File: src/rtl/uart_bench_agent.sv
// UART stimulus/monitor agent: serialises queued words onto SER_OUT, deserialises
// and checks frames arriving on SER_IN, and flags a line that has gone quiet.
//
// state    | meaning (shared by the TX and RX FSMs)
// S_IDLE   | line idle; TX waits for FIFO data, RX waits for a 1->0 edge
// S_START  | start bit (TX drives 0; RX checks it at mid-bit)
// S_DATA   | data bits, LSB first
// S_PARITY | parity bit, only reachable when PARITY != 0
// S_STOP   | stop bit (TX drives 1; RX checks it and pushes the frame)
module uart_bench_agent #(
    parameter int CLKS_PER_BIT   = 16,
    parameter int DATA_BITS      = 8,
    parameter int PARITY         = 0,
    parameter int FIFO_DEPTH     = 4,
    parameter int TIMEOUT_CYCLES = 200000
) (
    input  logic                 CLK,
    input  logic                 RESET,
    input  logic [DATA_BITS-1:0] TX_DATA,
    input  logic                 TX_VALID,
    output logic                 TX_READY,
    output logic                 TX_BUSY,
    output logic                 SER_OUT,
    input  logic                 SER_IN,
    output logic [DATA_BITS-1:0] RX_DATA,
    output logic                 RX_VALID,
    input  logic                 RX_READY,
    output logic                 RX_PARITY_ERR,
    output logic                 RX_FRAME_ERR,
    output logic                 RX_OVERFLOW,
    output logic                 TIMEOUT
);

    localparam int AW = $clog2(FIFO_DEPTH);
    localparam int CW = $clog2(CLKS_PER_BIT);
    localparam int WW = $clog2(TIMEOUT_CYCLES + 1);
    localparam logic [AW:0]   DEPTH_CNT = (AW+1)'(FIFO_DEPTH);
    localparam logic [CW-1:0] BIT_LAST  = CW'(CLKS_PER_BIT - 1);
    localparam logic [CW-1:0] HALF_LAST = CW'(CLKS_PER_BIT / 2 - 1);
    localparam logic [3:0]    DATA_LAST = 4'(DATA_BITS - 1);
    localparam logic [WW-1:0] WD_MAX    = WW'(TIMEOUT_CYCLES);
    localparam logic [WW-1:0] WD_PRE    = WW'(TIMEOUT_CYCLES - 1);
    localparam logic          ODD       = (PARITY == 2);
    localparam bit            HAS_PAR   = (PARITY != 0);

    typedef enum logic [2:0] {S_IDLE, S_START, S_DATA, S_PARITY, S_STOP} state_t;

    // ---------------- TX FIFO ----------------
    logic [DATA_BITS-1:0] tx_mem [FIFO_DEPTH];
    logic [AW-1:0]        tx_wr, tx_rd;
    logic [AW:0]          tx_count;
    logic                 tx_full, tx_empty, tx_push, tx_pop;
    logic [DATA_BITS-1:0] tx_head;

    state_t               tx_state;
    logic [CW-1:0]        tx_baud;
    logic [3:0]           tx_bits;
    logic [DATA_BITS-1:0] tx_shift;
    logic                 tx_par;
    logic                 tx_ser;

    assign tx_full  = (tx_count == DEPTH_CNT);
    assign tx_empty = (tx_count == '0);
    assign tx_head  = tx_mem[tx_rd];
    assign tx_push  = TX_VALID && !tx_full;
    assign tx_pop   = !tx_empty &&
                      ((tx_state == S_IDLE) || (tx_state == S_STOP && tx_baud == '0));

    always_ff @(posedge CLK) begin
        if (RESET) begin
            tx_wr    <= '0;
            tx_rd    <= '0;
            tx_count <= '0;
            for (int i = 0; i < FIFO_DEPTH; i++) tx_mem[i] <= '0;
        end else begin
            if (tx_push) begin
                tx_mem[tx_wr] <= TX_DATA;
                tx_wr         <= tx_wr + AW'(1);
            end
            if (tx_pop) tx_rd <= tx_rd + AW'(1);
            case ({tx_push, tx_pop})
                2'b10:   tx_count <= tx_count + 1'b1;
                2'b01:   tx_count <= tx_count - 1'b1;
                default: ;
            endcase
        end
    end

    // ---------------- TX FSM ----------------
    always_ff @(posedge CLK) begin
        if (RESET) begin
            tx_state <= S_IDLE;
            tx_ser   <= 1'b1;
            tx_baud  <= '0;
            tx_bits  <= '0;
            tx_shift <= '0;
            tx_par   <= 1'b0;
        end else if (tx_state == S_IDLE) begin
            if (tx_pop) begin
                tx_state <= S_START;
                tx_ser   <= 1'b0;
                tx_baud  <= BIT_LAST;
                tx_shift <= tx_head;
                tx_par   <= (^tx_head) ^ ODD;
            end
        end else if (tx_baud != '0) begin
            tx_baud <= tx_baud - 1'b1;
        end else begin
            tx_baud <= BIT_LAST;
            case (tx_state)
                S_START: begin
                    tx_state <= S_DATA;
                    tx_ser   <= tx_shift[0];
                    tx_shift <= tx_shift >> 1;
                    tx_bits  <= DATA_LAST;
                end
                S_DATA: begin
                    if (tx_bits != '0) begin
                        tx_ser   <= tx_shift[0];
                        tx_shift <= tx_shift >> 1;
                        tx_bits  <= tx_bits - 1'b1;
                    end else if (HAS_PAR) begin
                        tx_state <= S_PARITY;
                        tx_ser   <= tx_par;
                    end else begin
                        tx_state <= S_STOP;
                        tx_ser   <= 1'b1;
                    end
                end
                S_PARITY: begin
                    tx_state <= S_STOP;
                    tx_ser   <= 1'b1;
                end
                S_STOP: begin
                    // Queued data follows the stop bit with no idle gap.
                    if (tx_pop) begin
                        tx_state <= S_START;
                        tx_ser   <= 1'b0;
                        tx_shift <= tx_head;
                        tx_par   <= (^tx_head) ^ ODD;
                    end else begin
                        tx_state <= S_IDLE;
                    end
                end
                default: tx_state <= S_IDLE;
            endcase
        end
    end

    // ---------------- RX path ----------------
    logic                 rx_s1, rx_s2, rx_prev;
    state_t               rx_state;
    logic [CW-1:0]        rx_baud;
    logic [3:0]           rx_bits;
    logic [DATA_BITS-1:0] rx_shift;
    logic                 rx_par;
    logic                 rx_parity_err, rx_frame_err, rx_overflow;

    logic [DATA_BITS-1:0] rx_mem [FIFO_DEPTH];
    logic [AW-1:0]        rx_wr, rx_rd;
    logic [AW:0]          rx_count;
    logic                 rx_full, rx_empty, rx_pop, rx_req, rx_push, rx_drop;

    assign rx_full  = (rx_count == DEPTH_CNT);
    assign rx_empty = (rx_count == '0);
    assign rx_pop   = !rx_empty && RX_READY;
    assign rx_req   = (rx_state == S_STOP) && (rx_baud == '0) && rx_s2;
    assign rx_push  = rx_req && (!rx_full || rx_pop);
    assign rx_drop  = rx_req && rx_full && !rx_pop;

    always_ff @(posedge CLK) begin
        if (RESET) begin
            rx_s1         <= 1'b1;
            rx_s2         <= 1'b1;
            rx_prev       <= 1'b1;
            rx_state      <= S_IDLE;
            rx_baud       <= '0;
            rx_bits       <= '0;
            rx_shift      <= '0;
            rx_par        <= 1'b0;
            rx_parity_err <= 1'b0;
            rx_frame_err  <= 1'b0;
            rx_overflow   <= 1'b0;
        end else begin
            rx_s1   <= SER_IN;
            rx_s2   <= rx_s1;
            rx_prev <= rx_s2;
            if (rx_state == S_IDLE) begin
                if (!rx_s2 && rx_prev) begin
                    rx_state <= S_START;
                    rx_baud  <= HALF_LAST;
                end
            end else if (rx_baud != '0) begin
                rx_baud <= rx_baud - 1'b1;
            end else begin
                rx_baud <= BIT_LAST;
                case (rx_state)
                    S_START: begin
                        // A line that is high again at mid-bit was a glitch.
                        if (rx_s2) rx_state <= S_IDLE;
                        else begin
                            rx_state <= S_DATA;
                            rx_bits  <= DATA_LAST;
                            rx_par   <= 1'b0;
                        end
                    end
                    S_DATA: begin
                        rx_shift <= {rx_s2, rx_shift[DATA_BITS-1:1]};
                        rx_par   <= rx_par ^ rx_s2;
                        if (rx_bits == '0) rx_state <= HAS_PAR ? S_PARITY : S_STOP;
                        else               rx_bits  <= rx_bits - 1'b1;
                    end
                    S_PARITY: begin
                        if (rx_s2 != (rx_par ^ ODD)) rx_parity_err <= 1'b1;
                        rx_state <= S_STOP;
                    end
                    S_STOP: begin
                        rx_state <= S_IDLE;
                        if (!rx_s2)  rx_frame_err <= 1'b1;
                        if (rx_drop) rx_overflow  <= 1'b1;
                    end
                    default: rx_state <= S_IDLE;
                endcase
            end
        end
    end

    always_ff @(posedge CLK) begin
        if (RESET) begin
            rx_wr    <= '0;
            rx_rd    <= '0;
            rx_count <= '0;
            for (int i = 0; i < FIFO_DEPTH; i++) rx_mem[i] <= '0;
        end else begin
            if (rx_push) begin
                rx_mem[rx_wr] <= rx_shift;
                rx_wr         <= rx_wr + AW'(1);
            end
            if (rx_pop) rx_rd <= rx_rd + AW'(1);
            case ({rx_push, rx_pop})
                2'b10:   rx_count <= rx_count + 1'b1;
                2'b01:   rx_count <= rx_count - 1'b1;
                default: ;
            endcase
        end
    end

    // ---------------- idle watchdog ----------------
    logic [WW-1:0] wd_count;
    logic          wd_clear;
    logic          timeout_q;

    assign wd_clear = tx_pop || rx_req;

    always_ff @(posedge CLK) begin
        if (RESET) begin
            wd_count  <= '0;
            timeout_q <= 1'b0;
        end else if (wd_clear) begin
            wd_count <= '0;
        end else if (wd_count != WD_MAX) begin
            wd_count <= wd_count + 1'b1;
            if (wd_count == WD_PRE) timeout_q <= 1'b1;
        end
    end

    assign TX_READY      = !tx_full;
    assign TX_BUSY       = (tx_state != S_IDLE) || !tx_empty;
    assign SER_OUT       = tx_ser;
    assign RX_DATA       = rx_mem[rx_rd];
    assign RX_VALID      = !rx_empty;
    assign RX_PARITY_ERR = rx_parity_err;
    assign RX_FRAME_ERR  = rx_frame_err;
    assign RX_OVERFLOW   = rx_overflow;
    assign TIMEOUT       = timeout_q;

endmodule

File: config.mk
export PLATFORM = sky130hd
export DESIGN_NAME = uart_bench_agent
export DESIGN_NICKNAME = d
export VERILOG_FILES = /design/src/rtl/uart_bench_agent.sv
export SDC_FILE = /design/constraint.sdc
export NUM_CORES = 1
export LEC_CHECK = 0
export CORE_MARGIN = 5
export CORE_UTILIZATION = 45
export DETAILED_ROUTE_END_ITERATION = 10
export GPL_TIMING_DRIVEN = 0
export PLACE_DENSITY = 0.63
export SLEW_MARGIN = 20
export SYNTH_ARGS = -nofsm -noshare
export SYNTH_HDL_FRONTEND = slang
export SYNTH_SLANG_ARGS = --single-unit
File: constraint.sdc
create_clock -name CLK -period 9 [get_ports CLK]
set_input_delay 2.7 -clock CLK [delete_from_list [all_inputs] [get_ports CLK]]
set_output_delay 2.7 -clock CLK [all_outputs]
set_load 0.005 [all_outputs]
After elaboration in Yosys (flattened, before gate mapping)
Memories as Yosys holds them, arrays and structs flattened. A register that Yosys moved wholly into a read port is not among the register bits.
Cells that the tools add are included.
Operators by class
  add/sub/neg operators: 13
  equal/unequal tests: 27
  multiplexer cells: 55
  bitwise operators: 7
  reductions and logical operators: 52
Operator list (number)
  2-to-1 mux 8 bit: 6
  2-to-1 mux 4 bit: 9
  2-to-1 mux 3 bit: 8
  case mux 8 bit (3 select lines): 1
  AND reduction 4 bit: 5
  adder 18 x 1 -> 18 bit (second input constant): 1
  equality test 18 bit (second input constant): 1
  inequality test 18 bit (second input constant): 1
  2-to-1 mux 1 bit: 16
  case mux 4 bit (2 select lines): 2
  nonzero test 4 bit: 4
  OR reduction 8 bit: 2
  subtractor 4 x 1 -> 4 bit (second input constant): 4
  AND reduction 3 bit: 5
  2-to-1 mux 2 bit: 7
  equality test 3 x 2 -> 1 bit (second input constant): 4
  equality test 3 bit (second input constant): 4
  zero test 3 bit: 4
  zero test 4 bit: 3
  inequality test 2 bit (second input constant): 6
  case mux 3 bit (2 select lines): 2
  case mux 3 bit (4 select lines): 1
  logical AND 1 bit: 10
  inequality test 3 bit (second input constant): 3
  other kinds (21): 45
Storage, ports and cells
  register bits after elaboration: 79
  bits in writable memories: 64
  input port bits: 13
  output and inout bits: 16
  word-level logic and storage cells: 180
  memories: 2
Memories
  rx_mem: depth 4, bits a word 8, rd ports 1, clocked after Yosys merged registers in 1, write ports 4, RTL line 159  | logic [DATA_BITS-1:0] rx_mem [FIFO_DEPTH];
  tx_mem: depth 4, bits a word 8, rd ports 1, clocked after Yosys merged registers in 1, write ports 4, RTL line 49  | logic [DATA_BITS-1:0] tx_mem [FIFO_DEPTH];

Logic depth before layout (Yosys ltp)
  depth in word-level cells: 10
  depth in mapped cells: 13
  mapped depth without buffers: 11

Worst setup path after synthesis
OpenSTA, ideal clock, no wires.
  path type: in2reg
  start: in RX_READY
  end: reg rx_count[2]
  arrival: 4092 ps
  path slack: 4787 ps
  cell stages on the path: 7
  path buffers: 0
  cell sequence: o31a_1 > o21a_1 > inv_1 > fa_1 > o211ai_1 > o31a_1 > mux2_2
On the way
  longest elaborated chain between the ends: 5
  elaborated cells on any way between the ends: 7
  classes of those cells: eq/ne (2); mux (1); reduce/logical (4)
Ends and longest elaborated chain
  from (decl): RTL line 27  | input logic RX_READY,
  logical AND 1 bit (*): RTL line 166  | assign rx_pop = !rx_empty && RX_READY;
  logical OR 1 bit: RTL line 168  | assign rx_push = rx_req && (!rx_full || rx_pop);
  logical AND 1 bit: RTL line 168
  equality test 2 x 1 -> 1 bit or equality test 2 bit (tied branches): RTL line 240  | case ({rx_push, rx_pop})
  case mux 3 bit (2 select lines) or nonzero test 2 bit (tied branches)
  to (signal assigned): RTL line 241  | 2'b10: rx_count <= rx_count + 1'b1;
  to (signal assigned): RTL line 242  | 2'b01: rx_count <= rx_count - 1'b1;
  to (decl): RTL line 161  | logic [AW:0] rx_count;
Every way passes the cells marked *; elsewhere a longest branch is shown, timed or not.
A chain may end at the register's enable or synchronous reset.

==> results.py <==
metrics = {
    "finish": {
        "drive_above_1_share_pct": 11.69,
        "seq_area_mm2": 0.003583,
        "syn_to_final_growth_pct": 17.77,
        "diodes": 0,
        "fillCellCount": 1322,
        "layout.nets": 687,
        "multiInputGateArea_mm2": 0.002860,
    },
    "routing": {
        "drt_iter0_drc": 334,
        "drt-wirelength-per-cell_um": 16.24,
        "drt_pre_antenna_iters": 6,
        "finalWirelength_um": 13970,
        "num_vias": 4728,
        "viasPerCell": 5.498,
        "ant_nets": 0,
        "drc_errors": 0,
    },
    "sta": {
        "worst_slew_margin_rel_pct": 34.53,
        "period_share_pct": 55.95,
        "hold_viol": 0,
        "fmax_mhz": 198.6,
        "min_period_ns": 5.035,
        "setup-tns-final_ns": 0,
        "rsz0062_at_grt": "no",
        "drv_slew": 0,
        "worstMarginPinSlew_ns": 0.9800,
        "fin_skew_ns": 0.007729,
        "setup_violations": 0,
    },
    "global_route": {
        "grt_pass1_vias": 4830,
        "grt_use_total_pct": 16.60,
        "grt_max_degree": 17,
        "grt.overflow.total": 0,
        "grt_pass1_wl_um": 23400,
        "antenna_found_initial": 0,
    },
    "critical_path": {
        "rr_worst_depth": 13,
        "cp-endpoint": "RX_DATA[7]",
        "crit_fanout": 8,
        "cp-start-kind": "flip-flop",
        "regToRegStartpoint": "tx_baud[0]",
        "crit_arrival_ns": 2.34,
        "r2r-end": "tx_count[2]",
        "worstPathRequired_ns": 6.30,
        "end_kind": "output pin",
        "worstSetupPathType": "flip-flop to output pin",
        "rrSetupSlack_ns": 5.85,
    },
    "die": {
        "initial_core_util_pct": 45.84,
        "rows": 44,
        "dieHeight_um": 131.7,
        "dieArea_mm2": 0.01734,
        "ios": 29,
        "die_w_um": 131.7,
        "core_mm2": 0.01453,
    },
    "synthesis": {
        "synthFlopType": "dfxtp_1",
        "synth-edff-count": 64,
        "syn-cell-area_mm2": 0.006663,
        "syn_area_per_cell_um2": 10.82,
        "synth_top_family_by_area": "simple AND/OR/NAND/NOR gates",
        "synthTopCellsByCount": "83 x dfxtp_1, 65 x and2_1, 64 x edfxtp_1",
        "yosys.area_share.simple_pct": 22.72,
        "synth_most_common_cell": "dfxtp_1",
        "synthXorXnorAreaFrac_pct": 2.498,
        "synth_seq_cells": 147,
        "synth_cell_type_count": 62,
        "ys_seq_area_share_pct": 53.78,
        "synth_cells": 616,
        "synth.area.top_cells": "edfxtp_1 29%, dfxtp_1 25%, and2_1 6.1%",
        "synth_nets": 640,
        "yosysWarnings": 0,
        "yosysTopAreaCell": "edfxtp_1",
        "synthAdderAreaFrac_pct": 2.291,
        "synth_compound_area_share_pct": 9.315,
        "synthMuxAreaShare_pct": 5.728,
        "async_flop_share_pct": 0,
        "synth_top_area_share_pct": 28.85,
    },
    "cts": {
        "root_buffer": "clkbuf_16",
        "ctsResizeCount": 0,
        "htreeDepth": 4,
        "hold_buffers": 0,
        "cts_setup_buffers": 0,
        "clock_latency_ns": 0.42,
        "cts_tree": "built",
        "cts_sinks": 147,
        "cts_inserted_buffers": 17,
        "clockBufferDepth": 2,
        "path_clk_slew_ns": 0.06,
    },
    "worst_hold_path": {
        "min_from": "rx_s1",
        "hold_path.class": "flip-flop to flip-flop",
    },
    "power": {
        "vdd.ir_drop.worst_v": 0.0001166,
        "internal-power_w": 0.001520,
        "power_leakage_nw": 2.735,
        "p_per_area_mw_per_mm2": 271.2,
        "share_clk_of_total_power_pct": 36.7,
        "power_w": 0.002128,
        "p_switching_w": 0.0006086,
        "switching_share_pct": 28.60,
        "pwr-share-comb_pct": 24.3,
        "p_seq_share_pct": 39.0,
    },
    "run_status": {
        "status": "finished, final reports clean",
    },
    "place": {
        "dp_hpwl_um": 9685,
        "io_buffers": 27,
        "routabilityCongestion": 0.8496,
    },
    "flow_run": {
        "maxCapViolCount": 0,
    },
}
-- critical path, stage by stage (launching register included) --
cell and delay [ns]:
dfxtp_1 0.31, clkbuf_1 0.55, mux4_2 0.60, clkdlybuf4s50_1 0.46
-- layout make-up --
cell class,instances,share of cell area (%)
clock buffer,17,5.422
sequential,147,45.67
timing repair buffer,28,3.508
clock inverter,15,2.902
inverter,23,1.100
multi-input combinational,413,36.45
buffer,33,2.009
tap,184,2.934
-- state kept, by name, summed over array words and instances (netlist names), 2 cells and up, named ones only --
register,count
tx_count,3
rx_baud,4
rx_state,3
tx_shift,8
tx_wr,2
rx_bits,4
tx_baud,4
wd_count,18
tx_rd,2
rx_rd,2
rx_wr,2
tx_bits,4
tx_mem,32
rx_count,3
tx_state,3
rx_mem,32
rx_shift,8
-- stage by stage --
step           hold slack [ns]  setup slack (ns)  cells  cell area [µm²]  util, %
5_1_grt                 0.4372             3.784    860             7846    53.99
2_1_floorplan           0.3895             4.787    616             6663        -
4_1_cts                 0.4083             3.868    860             7846    53.99
3_3_place_gp            0.3992             3.321    827             7163    49.29
3_5_place_dp            0.3944             3.853    828             7193    49.49
6_report                0.4107             3.965    860             7846    53.99
-- kinds of logic after synthesis --
kind of cell / count (synthesis)
adder cells (fa/ha/maj): 11
AND/OR/NAND/NOR: 267
buffers and inverters: 56
flip-flops: 147
XOR/XNOR: 19
AO/OA/AOI/OAI: 98
multiplexers: 18
-- worst min-delay path by stage --
stage | to | cells past startpoint
finish | rx_s2 | 1
global route | rx_s2 | 1
CTS | rx_s2 | 1
detailed placement | rx_s2 | 1
global placement | rx_s2 | 1
floorplan | rx_s2 | 1
-- metal layers --
metal,vias up,global-route usage (%),wire length (µm)
met3,37,3.555,401
met4,0,9.086,506
met2,87,28.41,7113
met5,-,0,0
li1,2327,-,-
met1,2277,19.39,5946
-- cells in the final DEF, fill, tap and decap left out, drive strengths merged, types with 5 or more instances in the layout --
cell,netlist,routed
a211oi,6,6
a21oi,41,41
a311oi,9,9
and2,66,66
buf,10,11
bufinv,0,5
clkbuf,23,40
clkdlybuf4s50,0,27
dfxtp,83,83
edfxtp,64,64
ha,9,9
inv,23,28
mux4,16,16
nand2,31,31
nand3,22,22
nand4,6,6
nor2,45,45
nor3,25,25
nor3b,5,5
nor4,7,7
nor4b,5,5
o21ai,14,14
or2,10,10
or3,15,15
or4,5,5
xnor2,8,8
xor2,11,11
-- power groups by stage --
stage	logic (W)	clock network, W	registers (W)
after floorplan	0.000379	0	0.000827
after global placement	0.000508	0	0.000836
after detailed placement	0.000525	0	0.000842
after CTS	0.000527	0.000794	0.000829
after global routing	0.000578	0.000828	0.000839
final	0.000518	0.000781	0.000830
No activity file was read; power rests on OpenSTA's default activity.
==> patch (same flow settings) <==
`PARITY`: 0 -> 1. Comments in the files are not updated.
--- a/src/rtl/uart_bench_agent.sv
+++ b/src/rtl/uart_bench_agent.sv
@@ -11,5 +11,5 @@
     parameter int CLKS_PER_BIT   = 16,
     parameter int DATA_BITS      = 8,
-    parameter int PARITY         = 0,
+    parameter int PARITY         = 1,
     parameter int FIFO_DEPTH     = 4,
     parameter int TIMEOUT_CYCLES = 200000
Formal check against the unedited RTL: no difference found for any inputs over 10 cycles, from zero or initial values and one cycle with RESET high; that may be too few to reach the edited logic, so the function may still have changed.
==> patch against the original RTL <==
- sequential cell count grew 1
- final area up 0.81%
- clock skew is essentially flat
- synthesized cell count increased by 1.3%
- worst setup slack lost 0.056 ns
- area after synthesis increased by 1.9%
- total power is 3.6% higher
- wire length fell by 0.46%
- register-to-register slack barely moved
==> patch: results (changes against the original RTL) <==
[drt]
viasPerCell = 5.43  ; -1.2%
wirelength_um = 13900  ; -0.46%
drtIter0Drc = 335  ; +0.30%
first_pass_iters = 5  ; -1

[placement]
port_buffers = 28  ; +3.7%
place.gp.congestion = 0.796  ; -6.3%
dp_slack_ns = 3.61  ; -0.243 ns
placed_area_um2 = 7300  ; +1.5%
dp_hpwl_um = 9410  ; -2.9%

[run_status]
status = complete, no violations

[clock_tree]
root_buffer = clkbuf_16
cts_made_buffers = 17  ; unchanged
post_cts_buffers = 0  ; unchanged
clk_latency_ns = 0.42  ; about the same
cts_max_level = 4  ; unchanged
post_cts_resize_count = 0  ; unchanged
path_clk_slew_ns = 0.06  ; about the same
cts_buffer_depth = 2  ; unchanged

[synth]
synthArstFlopShare_pct = 0  ; unchanged
synth_warnings = 0  ; unchanged
ys.flop_type = dfxtp_1
synth_edf_count = 64  ; unchanged
synth_top_area_cell = edfxtp_1
seq_area_frac_synth_pct = 53.1  ; -0.69 points
synth_cell_type_count = 59  ; -4.8%
synth_fp_nets = 649  ; +1.4%
netlist_top_cells_count = 84 x dfxtp_1, 68 x and2_1, 65 x nor2_1, 64 x edfxtp_1, 41 x nand2_1
ys_top_cells_by_area = edfxtp_1 28%, dfxtp_1 25%, and2_1 6.3%

[setup_path]
cp_slowest_cell = mux4_2
cpPeakStageDelay_ns = 0.63  ; +0.03 ns
worstPathArrival_ns = 2.39  ; +0.05 ns
cp_max_fo = 8  ; unchanged

[global_route]
grt_usage_pct = 16.5  ; -0.097 points
grt_pass1_wl_um = 23300  ; -0.35%
grt_pass1_vias = 4746  ; -1.7%
grt_max_degree = 17  ; unchanged
antenna_found_initial = 0  ; unchanged

[final_layout]
reg_top3 = rx_mem: 32 flops, tx_mem: 32 flops, wd_count: 18 flops
drive_gt1_share_pct = 11.5  ; -0.14 points
insertedDiodeCount = 0  ; unchanged
fillers = 1301  ; -1.6%
num-nets-final = 696  ; +1.3%

[power]
peakVddDrop_mv = 0.164  ; +40%
p_leak_nw = 2.77  ; +1.1%

[hold_path]
worstHoldPathType = reg -> reg

[timing]
fin_skew_ns = 0.00763  ; -0.0000954 ns
relSlewSlack_pct = 32.2  ; -2.3 points

patch: final cells by class:
type / instances / area [um2] / area share (%)
flip-flops and latches: 148 / 3600 / 45.6
multi-input cells: 424 / 2950 / 37.3
clock buffers: 17 / 425 / 5.38
repair buffers: 28 / 280 / 3.54
well taps: 184 / 230 / 2.91
clock inverters: 15 / 181 / 2.29
plain buffers: 32 / 163 / 2.06
inverters: 20 / 75.1 / 0.949
patch: worst paths after layout:
| path | start | to | slack [ns] | depth (start not counted) |
|---|---|---|---|---|
| setup / recovery | flip-flop | RX_DATA[6] | 3.91 | 3 |
| hold / removal | rx_s1 | rx_s2 | 0.43 | 1 |
| setup reg to reg | rx_baud[0] | rx_mem[1][5] | 5.85 | 9 |
| hold reg to reg | rx_s1 | rx_s2 | 0.43 | 1 |
patch: worst max-delay path, delay by kind of cell (launching register included):
family / cells / cell delay [ns]
buf+inv: 2 / 1.04
flops: 1 / 0.30
mux: 1 / 0.63
patch: kinds of logic (layout without fill, tap and decap cells):
kind of cell               after synthesis  after routing  synth area share, %
AOI/OAI and AO/OA                       89             89                 9.24
DFF                                    148            148                 53.1
adders and majority gates               12             12                 2.43
muxes                                   22             22                 6.21
buffers and inverters                   52            112                 3.50
and+or+nand+nor                        268            268                 21.3
xor gates and xnor gates                33             33                 4.26
patch: through the flow:
stage               utilization [%]  std cells
floorplan                         -        624
global placement               49.8        836
detailed placement             49.9        836
CTS                            54.0        868
global route                   54.0        868
finish                         54.0        868
patch: where the power goes:
group          internal, W  switching, W
Sequential        0.000786     0.0000511
Clock             0.000438      0.000288
Combinational     0.000296      0.000346
patch: layer usage:
| layer | global-route usage, % | share of wire, % | wire (um) | vias to the layer above |
|---|---|---|---|---|
| met1 | 20.9 | 46 | 6400 | 2292 |
| met3 | 3.83 | 3.2 | 450 | 17 |
| met2 | 27.7 | 49 | 6840 | 83 |
| li1 | - | - | - | 2321 |
| met4 | 5.72 | 1.5 | 213 | 0 |
| met5 | 0 | 0 | 0 | - |
